===== config.mk =====
export PLATFORM = sky130hd
export DESIGN_NAME = tep_mem_arb
export DESIGN_NICKNAME = d
export VERILOG_FILES = /design/src/rtl/tep_mem_pkg.sv /design/src/rtl/tep_lane_wr.sv /design/src/rtl/tep_mem_arb.sv
export SDC_FILE = /design/constraint.sdc
export NUM_CORES = 1
export LEC_CHECK = 0
export BUFFER_PORTS_ARGS = -buffer_cell sky130_fd_sc_hd__buf_4
export CAP_MARGIN = 20
export CELL_PAD_IN_SITES_DETAIL_PLACEMENT = 1
export CELL_PAD_IN_SITES_GLOBAL_PLACEMENT = 1
export CORE_MARGIN = 1
export CORE_UTILIZATION = 32
export DETAILED_ROUTE_END_ITERATION = 16
export PLACE_DENSITY = 0.82
export SYNTH_ARGS = -nofsm -noshare
export SYNTH_HDL_FRONTEND = slang
export SYNTH_SLANG_ARGS = --single-unit

===== constraint.sdc =====
create_clock -name m_clock -period 2.95 [get_ports m_clock]
set_input_delay 0.59 -clock m_clock [delete_from_list [all_inputs] [get_ports m_clock]]
set_output_delay 0.59 -clock m_clock [all_outputs]
set_load 0.005 [all_outputs]

===== src/rtl/tep_mem_pkg.sv =====
// Shared types and constants for the TEP main-memory arbiter.
// Bank lanes are big-endian: lane 0 is the even bank and carries the high byte.
package tep_mem_pkg;

    localparam int unsigned ADRW_DEF = 11;
    localparam int unsigned ADRS_W   = 16;
    localparam int unsigned DATA_W   = 16;
    localparam int unsigned BYTE_W   = 8;
    localparam int unsigned OWN_W    = 2;

    typedef enum logic [1:0] {
        ST_IDLE  = 2'd0,
        ST_ISSUE = 2'd1,
        ST_DONE  = 2'd2
    } state_t;

    typedef enum logic [1:0] {
        KIND_RD      = 2'd0,
        KIND_WR_WORD = 2'd1,
        KIND_WR_BYTE = 2'd2
    } kind_t;

    localparam logic [OWN_W-1:0] OWN_IDLE = 2'b00;
    localparam logic [OWN_W-1:0] OWN_CPU  = 2'b01;
    localparam logic [OWN_W-1:0] OWN_DMA  = 2'b10;

    localparam logic LANE_EVEN = 1'b0;
    localparam logic LANE_ODD  = 1'b1;

    // Granted request as seen by the memory side.
    typedef struct packed {
        kind_t               kind;
        logic [ADRS_W-1:0]   adrs;
        logic [DATA_W-1:0]   data;
    } req_t;

    function automatic logic byte_lane(input logic adr0);
        return adr0 ? LANE_ODD : LANE_EVEN;
    endfunction

endpackage


===== src/rtl/tep_lane_wr.sv =====
// Write-enable and data-lane steering for the even/odd byte banks.
module tep_lane_wr
    import tep_mem_pkg::*;
(
    input  kind_t             kind,
    input  logic              adr0,
    input  logic [DATA_W-1:0] datao,
    output logic              we_e_c,
    output logic              we_o_c,
    output logic [BYTE_W-1:0] wd_e_c,
    output logic [BYTE_W-1:0] wd_o_c
);

    always_comb begin
        we_e_c = 1'b0;
        we_o_c = 1'b0;
        wd_e_c = '0;
        wd_o_c = '0;
        case (kind)
            KIND_WR_WORD: begin
                we_e_c = 1'b1;
                we_o_c = 1'b1;
                wd_e_c = datao[DATA_W-1:BYTE_W];
                wd_o_c = datao[BYTE_W-1:0];
            end
            // Byte writes always take the low data byte, whichever bank they land in.
            KIND_WR_BYTE: begin
                if (byte_lane(adr0) == LANE_EVEN) begin
                    we_e_c = 1'b1;
                    wd_e_c = datao[BYTE_W-1:0];
                end else begin
                    we_o_c = 1'b1;
                    wd_o_c = datao[BYTE_W-1:0];
                end
            end
            default: ;
        endcase
    end

endmodule


===== src/rtl/tep_mem_arb.sv =====
// TEP main-memory arbiter: CPU vs read-only DMA, three-state access sequencer
// driving two synchronous byte banks and returning big-endian words.
module tep_mem_arb
    import tep_mem_pkg::*;
#(
    parameter int unsigned ADRW  = ADRW_DEF,
    parameter bit          RR_EN = 1'b1
) (
    input  logic              m_clock,
    input  logic              p_reset,
    input  logic              cpu_read,
    input  logic              cpu_write,
    input  logic              cpu_write_byte,
    input  logic [ADRS_W-1:0] cpu_adrs,
    input  logic [DATA_W-1:0] cpu_datao,
    output logic [DATA_W-1:0] cpu_datai,
    output logic              cpu_ack,
    input  logic              dma_read,
    input  logic [ADRS_W-1:0] dma_adrs,
    output logic [DATA_W-1:0] dma_datai,
    output logic              dma_ack,
    output logic [ADRW-1:0]   mem_adr,
    output logic              mem_we_e,
    output logic              mem_we_o,
    output logic [BYTE_W-1:0] mem_wd_e,
    output logic [BYTE_W-1:0] mem_wd_o,
    input  logic [BYTE_W-1:0] mem_rd_e,
    input  logic [BYTE_W-1:0] mem_rd_o,
    output logic [OWN_W-1:0]  owner
);

    state_t             state, state_nxt;
    logic               last_dma, last_dma_nxt;
    logic               cpu_req_c, gnt_cpu_c, gnt_dma_c;
    kind_t              cpu_kind_c;
    req_t               gnt_req_c;
    logic               lane_we_e_c, lane_we_o_c;
    logic [BYTE_W-1:0]  lane_wd_e_c, lane_wd_o_c;
    logic               unused_adrs_c;

    logic [DATA_W-1:0]  cpu_datai_nxt, dma_datai_nxt;
    logic               cpu_ack_nxt, dma_ack_nxt;
    logic [ADRW-1:0]    mem_adr_nxt;
    logic               mem_we_e_nxt, mem_we_o_nxt;
    logic [BYTE_W-1:0]  mem_wd_e_nxt, mem_wd_o_nxt;
    logic [OWN_W-1:0]   owner_nxt;

    // Arbitration and selection of the candidate request for the next grant.
    always_comb begin
        cpu_req_c  = cpu_read | cpu_write;
        cpu_kind_c = KIND_RD;
        if (cpu_write) begin
            cpu_kind_c = cpu_write_byte ? KIND_WR_BYTE : KIND_WR_WORD;
        end
        gnt_cpu_c = 1'b0;
        gnt_dma_c = 1'b0;
        if (cpu_req_c && dma_read) begin
            if (RR_EN && !last_dma) begin
                gnt_dma_c = 1'b1;
            end else begin
                gnt_cpu_c = 1'b1;
            end
        end else begin
            gnt_cpu_c = cpu_req_c;
            gnt_dma_c = dma_read;
        end
        gnt_req_c.kind = cpu_kind_c;
        gnt_req_c.adrs = cpu_adrs;
        gnt_req_c.data = cpu_datao;
        if (gnt_dma_c) begin
            gnt_req_c.kind = KIND_RD;
            gnt_req_c.adrs = dma_adrs;
            gnt_req_c.data = '0;
        end
    end

    // Address bits above the bank range wrap and are deliberately dropped.
    assign unused_adrs_c = ^gnt_req_c.adrs;

    tep_lane_wr u_lane_wr (
        .kind   (gnt_req_c.kind),
        .adr0   (gnt_req_c.adrs[0]),
        .datao  (gnt_req_c.data),
        .we_e_c (lane_we_e_c),
        .we_o_c (lane_we_o_c),
        .wd_e_c (lane_wd_e_c),
        .wd_o_c (lane_wd_o_c)
    );

    // Access sequencer: next state and next values of every registered output.
    always_comb begin
        state_nxt     = state;
        last_dma_nxt  = last_dma;
        cpu_datai_nxt = cpu_datai;
        dma_datai_nxt = dma_datai;
        cpu_ack_nxt   = 1'b0;
        dma_ack_nxt   = 1'b0;
        mem_adr_nxt   = mem_adr;
        mem_we_e_nxt  = 1'b0;
        mem_we_o_nxt  = 1'b0;
        mem_wd_e_nxt  = mem_wd_e;
        mem_wd_o_nxt  = mem_wd_o;
        owner_nxt     = owner;
        case (state)
            ST_IDLE: begin
                if (gnt_cpu_c || gnt_dma_c) begin
                    state_nxt    = ST_ISSUE;
                    last_dma_nxt = gnt_dma_c;
                    mem_adr_nxt  = gnt_req_c.adrs[ADRW:1];
                    mem_we_e_nxt = lane_we_e_c;
                    mem_we_o_nxt = lane_we_o_c;
                    mem_wd_e_nxt = lane_wd_e_c;
                    mem_wd_o_nxt = lane_wd_o_c;
                    owner_nxt    = gnt_dma_c ? OWN_DMA : OWN_CPU;
                end
            end
            ST_ISSUE: begin
                state_nxt = ST_DONE;
            end
            // Bank read data is valid here, one cycle after the address was presented.
            ST_DONE: begin
                state_nxt = ST_IDLE;
                owner_nxt = OWN_IDLE;
                if (owner == OWN_DMA) begin
                    dma_ack_nxt   = 1'b1;
                    dma_datai_nxt = {mem_rd_e, mem_rd_o};
                end else begin
                    cpu_ack_nxt   = 1'b1;
                    cpu_datai_nxt = {mem_rd_e, mem_rd_o};
                end
            end
            default: begin
                state_nxt = ST_IDLE;
            end
        endcase
    end

    always_ff @(posedge m_clock) begin
        if (p_reset) begin
            state     <= ST_IDLE;
            last_dma  <= 1'b1;
            cpu_datai <= '0;
            dma_datai <= '0;
            cpu_ack   <= 1'b0;
            dma_ack   <= 1'b0;
            mem_adr   <= '0;
            mem_we_e  <= 1'b0;
            mem_we_o  <= 1'b0;
            mem_wd_e  <= '0;
            mem_wd_o  <= '0;
            owner     <= OWN_IDLE;
        end else begin
            state     <= state_nxt;
            last_dma  <= last_dma_nxt;
            cpu_datai <= cpu_datai_nxt;
            dma_datai <= dma_datai_nxt;
            cpu_ack   <= cpu_ack_nxt;
            dma_ack   <= dma_ack_nxt;
            mem_adr   <= mem_adr_nxt;
            mem_we_e  <= mem_we_e_nxt;
            mem_we_o  <= mem_we_o_nxt;
            mem_wd_e  <= mem_wd_e_nxt;
            mem_wd_o  <= mem_wd_o_nxt;
            owner     <= owner_nxt;
        end
    end

endmodule


; Word-level counts from Yosys, hierarchy flattened
; Index checks and enable logic that the tools add are counted.
[word_totals]
input_bits = 70
word_cells = 56
ff_bits = 68
[op_classes]
bitwise = 5
n_reduce_logical = 10
mux = 23
eq_ne = 6
[op_table]
columns = op, n
row1 = two-way mux 34 bit, 1
row2 = one-hot mux 8 bit (2 select lines), 2
row3 = two-way mux 8 bit, 2
row4 = two-way mux 2 bit, 5
row5 = two-way mux 1 bit, 9
row6 = one-hot mux 2 bit (2 select lines), 2
row7 = AND reduction 2 bit, 4
row8 = "== test 2 bit, second input constant", 3
row9 = "== test 2 x 1 -> 1 bit, second input constant", 2
row10 = NOT 1 bit, 4
row11 = one-hot mux 1 bit (2 select lines), 2
row12 = OR reduction 3 bit, 1
row13 = zero test 2 bit, 1
row14 = "inequality test 2 bit, second input constant", 1
row15 = nonzero test 2 bit, 1
row16 = OR reduction 2 bit, 1
row17 = logical AND 1 bit, 1
row18 = logical OR 1 bit, 1
row19 = OR 1 bit, 1

; Depth between registers and ports, before layout
[logic_depth]
ltp_word = 7
ltp_mapped = 8
mapped_depth_nobuf = 7

; By module
; A second synthesis with hierarchy kept.
[unflattened]
hier_cells = 385
hier_area_um2 = 3185.6
[modules_own_cells]
columns = module, cells_each, n_inst, seq_area_each_um2, area_each_um2
row1 = tep_mem_arb, 339, 1, 1361.3, 2875.3
row2 = tep_lane_wr, 46, 1, 0.0, 310.3

; Worst setup path after synthesis
; No wires, ideal clock.
[synth_timing]
kind = input to register
start = input port cpu_read
end = register mem_wd_o[0]
required_ns = 2.891
path_slack_ns = 0.561
path_buffers = 0
cell_stages = 7
t_arrival_ns = 2.330
path_cell_list = o21ai_0 -> nand2_1 -> and3_2 -> ha_1 -> nor4_4 -> o2111a_1 -> a22o_1
[synth_via]
elab_chain_cells = 7
elab_cells_between_ends = 12
classes_between = 2 x eq/ne / 6 x mux / 1 x bitwise / 3 x reduce/logical
[synth_lines]
columns = element, line_no
row1 = "start, declared", tep_mem_arb.sv:11  ; input logic cpu_read,
row2 = OR 1 bit (*), tep_mem_arb.sv:50  ; cpu_req_c = cpu_read | cpu_write;
row3 = logical AND 1 bit, tep_mem_arb.sv:57  ; if (cpu_req_c && dma_read) begin
row4 = two-way mux 1 bit, tep_mem_arb.sv:57
row5 = two-way mux 34 bit, tep_mem_arb.sv:70  ; if (gnt_dma_c) begin
row6 = two-way mux 1 bit, tep_mem_pkg.sv:38  ; return adr0 ? LANE_ODD : LANE_EVEN;
row7 = two-way mux 8 bit, tep_lane_wr.sv:28  ; if (byte_lane(adr0) == LANE_EVEN) begin
row8 = one-hot mux 8 bit (2 select lines), tep_lane_wr.sv:19  ; case (kind)
row9 = "end signal, assigned", tep_mem_arb.sv:163  ; mem_wd_o <= mem_wd_o_nxt;
row10 = "end, declared", tep_mem_arb.sv:26  ; output logic [BYTE_W-1:0] mem_wd_o,
; Mark *: on every way between the ends. The rest lies on a longest branch, timed or not.
; A chain may end at the register's enable or synchronous reset.

; Final worst setup path
[layout_timing]
start = input port cpu_read
end = register mem_wd_e[7]
[layout_via]
elab_chain_cells = 7
elab_cells_between_ends = 12
classes_between = 2 x eq/ne / 6 x mux / 1 x bitwise / 3 x reduce/logical
[layout_lines]
columns = element, line_no
row1 = OR 1 bit (*), tep_mem_arb.sv:50
row2 = logical AND 1 bit, tep_mem_arb.sv:57
row3 = two-way mux 1 bit, tep_mem_arb.sv:57
row4 = two-way mux 34 bit, tep_mem_arb.sv:70
row5 = two-way mux 1 bit, tep_mem_pkg.sv:38
row6 = two-way mux 8 bit, tep_lane_wr.sv:28
row7 = one-hot mux 8 bit (2 select lines), tep_lane_wr.sv:19
row8 = "end signal, assigned", tep_mem_arb.sv:162  ; mem_wd_e <= mem_wd_e_nxt;
row9 = "end, declared", tep_mem_arb.sv:25  ; output logic [BYTE_W-1:0] mem_wd_e,
; Marked as above.

==> results.py <==
metrics = {
    "route": {
        "vias": 2776,
        "drt_iter0_drc": 74,
        "wl_per_cell_um": 16.6,
        "totalWireLength_um": 8900,
        "vias_per_cell": 5.19,
        "drc": 0,
        "drtPass1Iterations": 5,
        "ant_nets": 0,
    },
    "timing": {
        "max-slew-margin-rel_pct": 32.4,
        "rsz0062_at_grt": "false",
        "worst_slew_pin_slew_ns": 1.01,
        "period_minus_slack_ns": 2.27,
        "setup_tns_ns": 0,
        "finalClockSkew_ns": 0.0137,
        "finalHoldViolCount": 0,
        "min_period_over_period_pct": 76.8,
        "final_max_slew_viol_count": 0,
        "fmaxAchievable_mhz": 441,
        "finalSetupViolations": 0,
    },
    "floorplan": {
        "initial_core_util_pct": 33.3,
        "core-area_um2": 8260,
        "die_y_um": 94.7,
        "io_pins": 135,
        "die-area_um2": 8980,
        "placementRows": 33,
        "die_w_um": 94.7,
    },
    "worst_setup_path": {
        "crit_required_ns": 3.21,
        "start_kind": "primary input",
        "critPathCaptureType": "flip-flop",
        "crit_arrival_ns": 2.52,
        "worstPathMaxFanout": 8,
        "path_cells": "buf_4, o21ai_0, nand2_1, and3_2, ha_1, nor4_4, o211ai_1, o2bb2ai_1",
        "setup.worst_path.class": "primary input to flip-flop",
        "ff2ff_path_depth": 6,
        "critPathMaxStageDelay_ns": 0.36,
        "crit_path_top_delay_cell": "o211ai_1",
    },
    "finish": {
        "final_net_count": 497,
        "drive_gt1_share_pct": 36.5,
        "syn2layout_area_growth_pct": 43.3,
        "fillCellCount": 1010,
        "fin_area_um2": 3940,
        "diodes": 0,
        "multi_input_area_um2": 1270,
        "area.sequential_um2": 1360,
    },
    "clock_network": {
        "cts_tree": "built",
        "cts-root-buf": "clkbuf_8",
        "numCtsBuffers": 9,
        "clock_sinks": 68,
        "clk_pin_slew_worst_paths_ns": 0.07,
        "clkLatencyLatePin_ns": 0.34,
        "post_cts_resized": 0,
        "cts_setup_buffers": 0,
        "cts_max_level": 3,
        "ctsHoldBuffers": 0,
        "cts_buffer_depth": 2,
    },
    "power": {
        "p_comb_share_pct": 15.1,
        "p_seq_share_pct": 48.2,
        "fin_total_pwr_mw": 2.04,
        "p_leak_nw": 1.62,
        "switching_share_pct": 27.0,
        "internal-power_mw": 1.49,
        "p_sw_uw": 551,
        "ir_worst_vdd_mv": 0.277,
        "clkPwrFrac_pct": 36.6,
        "power_density_nw_per_um2": 518,
    },
    "global_routing": {
        "grt_pass1_vias": 2696,
        "grt_max_degree": 55,
        "antenna_found_initial": 0,
        "grt_pass1_wl_um": 13600,
        "grt-ovfl-total": 0,
        "grt_use_total_pct": 19.6,
    },
    "logic_synthesis": {
        "synth-edff-count": 0,
        "netlist-cell-type-count": 40,
        "synth_seq_cells": 68,
        "yosysWarningCount": 0,
        "synth.area.top_cells": "dfxtp_1 49%, a21oi_1 6.0%, nand3_1 5.6%, o21ai_0 5.6%, nand2_1 4.6%",
        "synthFlopType": "dfxtp_1",
        "syn_nets": 384,
        "synthCells": 312,
        "synth_common_cells": "68 x dfxtp_1, 34 x nand2_1, 33 x a21oi_1, 31 x nand3_1, 31 x o21ai_0",
        "syn_area_um2": 2750,
        "yosysMostFrequentCell": "dfxtp_1",
        "avgSynthCellArea_um2": 8.82,
        "async_flop_share_pct": 0,
        "synth_area_leader_cell": "dfxtp_1",
        "synth_top_area_share_pct": 49.5,
        "synth.yosys.seq_area_share_pct": 49.5,
    },
    "placed_design": {
        "place_area_um2": 3750,
        "routabilityCongestion": 0.743,
        "numPortBuffers": 126,
        "place_hpwl_um": 6280,
    },
    "min_path": {
        "hold_class": "flip-flop to flip-flop",
        "hold-path-cell-count": 2,
    },
    "status": {
        "status": "complete, no violations",
    },
    "flow_run": {
        "max_cap_viol_count": 0,
    },
}
## kinds of logic after synthesis
family	share of synthesized area, %
compound gates	24.7
fa+ha+maj	0.909
buf+inv	4.86
flops	49.5
simple gates	20.1
## area by class of cell
cell class | instances | area share [%]
flip-flops and latches | 68 | 34.5
inverters | 1 | 0.0952
clock buffers | 9 | 3.14
clock inverters | 7 | 1.71
repair buffers | 131 | 24.9
well taps | 105 | 3.33
multi-input cells | 214 | 32.3
## worst paths after layout
path / startpoint / end / slack [ns]
min reg2reg: dma_datai[13] / dma_datai[13] / 0.46
min: dma_datai[13] / dma_datai[13] / 0.46
max reg2reg: last_dma / mem_wd_e[7] / 0.73
max: cpu_read / mem_wd_e[7] / 0.68
## cells in the final DEF (no fill, tap or decap), types with 2 or more instances in the layout
cell type / n
nor3b_1: 2
a31oi_1: 11
and3_2: 2
a22o_1: 8
clkbuf_8: 9
nand2_1: 34
nor2b_1: 4
nand3_1: 31
clkinv_4: 2
nand4_1: 11
a21oi_1: 33
nor3_1: 2
o21ai_0: 31
nand2b_1: 3
ha_1: 2
a22oi_1: 8
dfxtp_1: 68
buf_4: 131
clkinv_2: 4
o2bb2ai_1: 8
or2_2: 3
nor2_1: 4
## worst max-delay path, delay by kind of cell
| family | cells | cell delay (ns) |
|---|---|---|
| fa+ha+maj | 1 | 0.30 |
| buf+inv | 1 | 0.13 |
| simple gates | 3 | 0.68 |
| compound gates | 3 | 0.82 |
## registers in the layout (all words and copies together) (netlist names)
register / flops
owner: 2
mem_adr: 11
mem_wd_o: 8
state: 2
last_dma: 1
mem_we_o: 1
dma_ack: 1
mem_we_e: 1
mem_wd_e: 8
cpu_datai: 16
dma_datai: 16
cpu_ack: 1
## power by group through the flow
stage	Sequential [mW]	Clock, mW	Combinational (mW)
floorplan	0.997	0	0.148
global placement	1.01	0	0.299
detailed placement	1.01	0	0.310
CTS	0.986	0.762	0.312
global route	0.993	0.807	0.335
finish	0.986	0.748	0.309
## per-stage QoR
stage | setup slack (ns) | instances | hold WS [ns] | utilization, %
after floorplan | 0.561 | 312 | 0.453 | -
after global placement | 0.415 | 519 | 0.442 | 45.4
after detailed placement | 0.348 | 519 | 0.449 | 45.4
after CTS | 0.701 | 535 | 0.460 | 47.8
after global routing | 0.464 | 535 | 0.468 | 47.8
final | 0.684 | 535 | 0.456 | 47.8
## metal layers
| metal | vias up | part of all wire [%] | global-route usage, % |
|---|---|---|---|
| met5 | - | 0 | 0 |
| met2 | 88 | 48 | 32.5 |
| li1 | 1368 | - | - |
| met1 | 1309 | 46 | 26.0 |
| met3 | 11 | 4.7 | 3.14 |
| met4 | 0 | 1.2 | 6.31 |
Power figures use the tool's default switching activity.
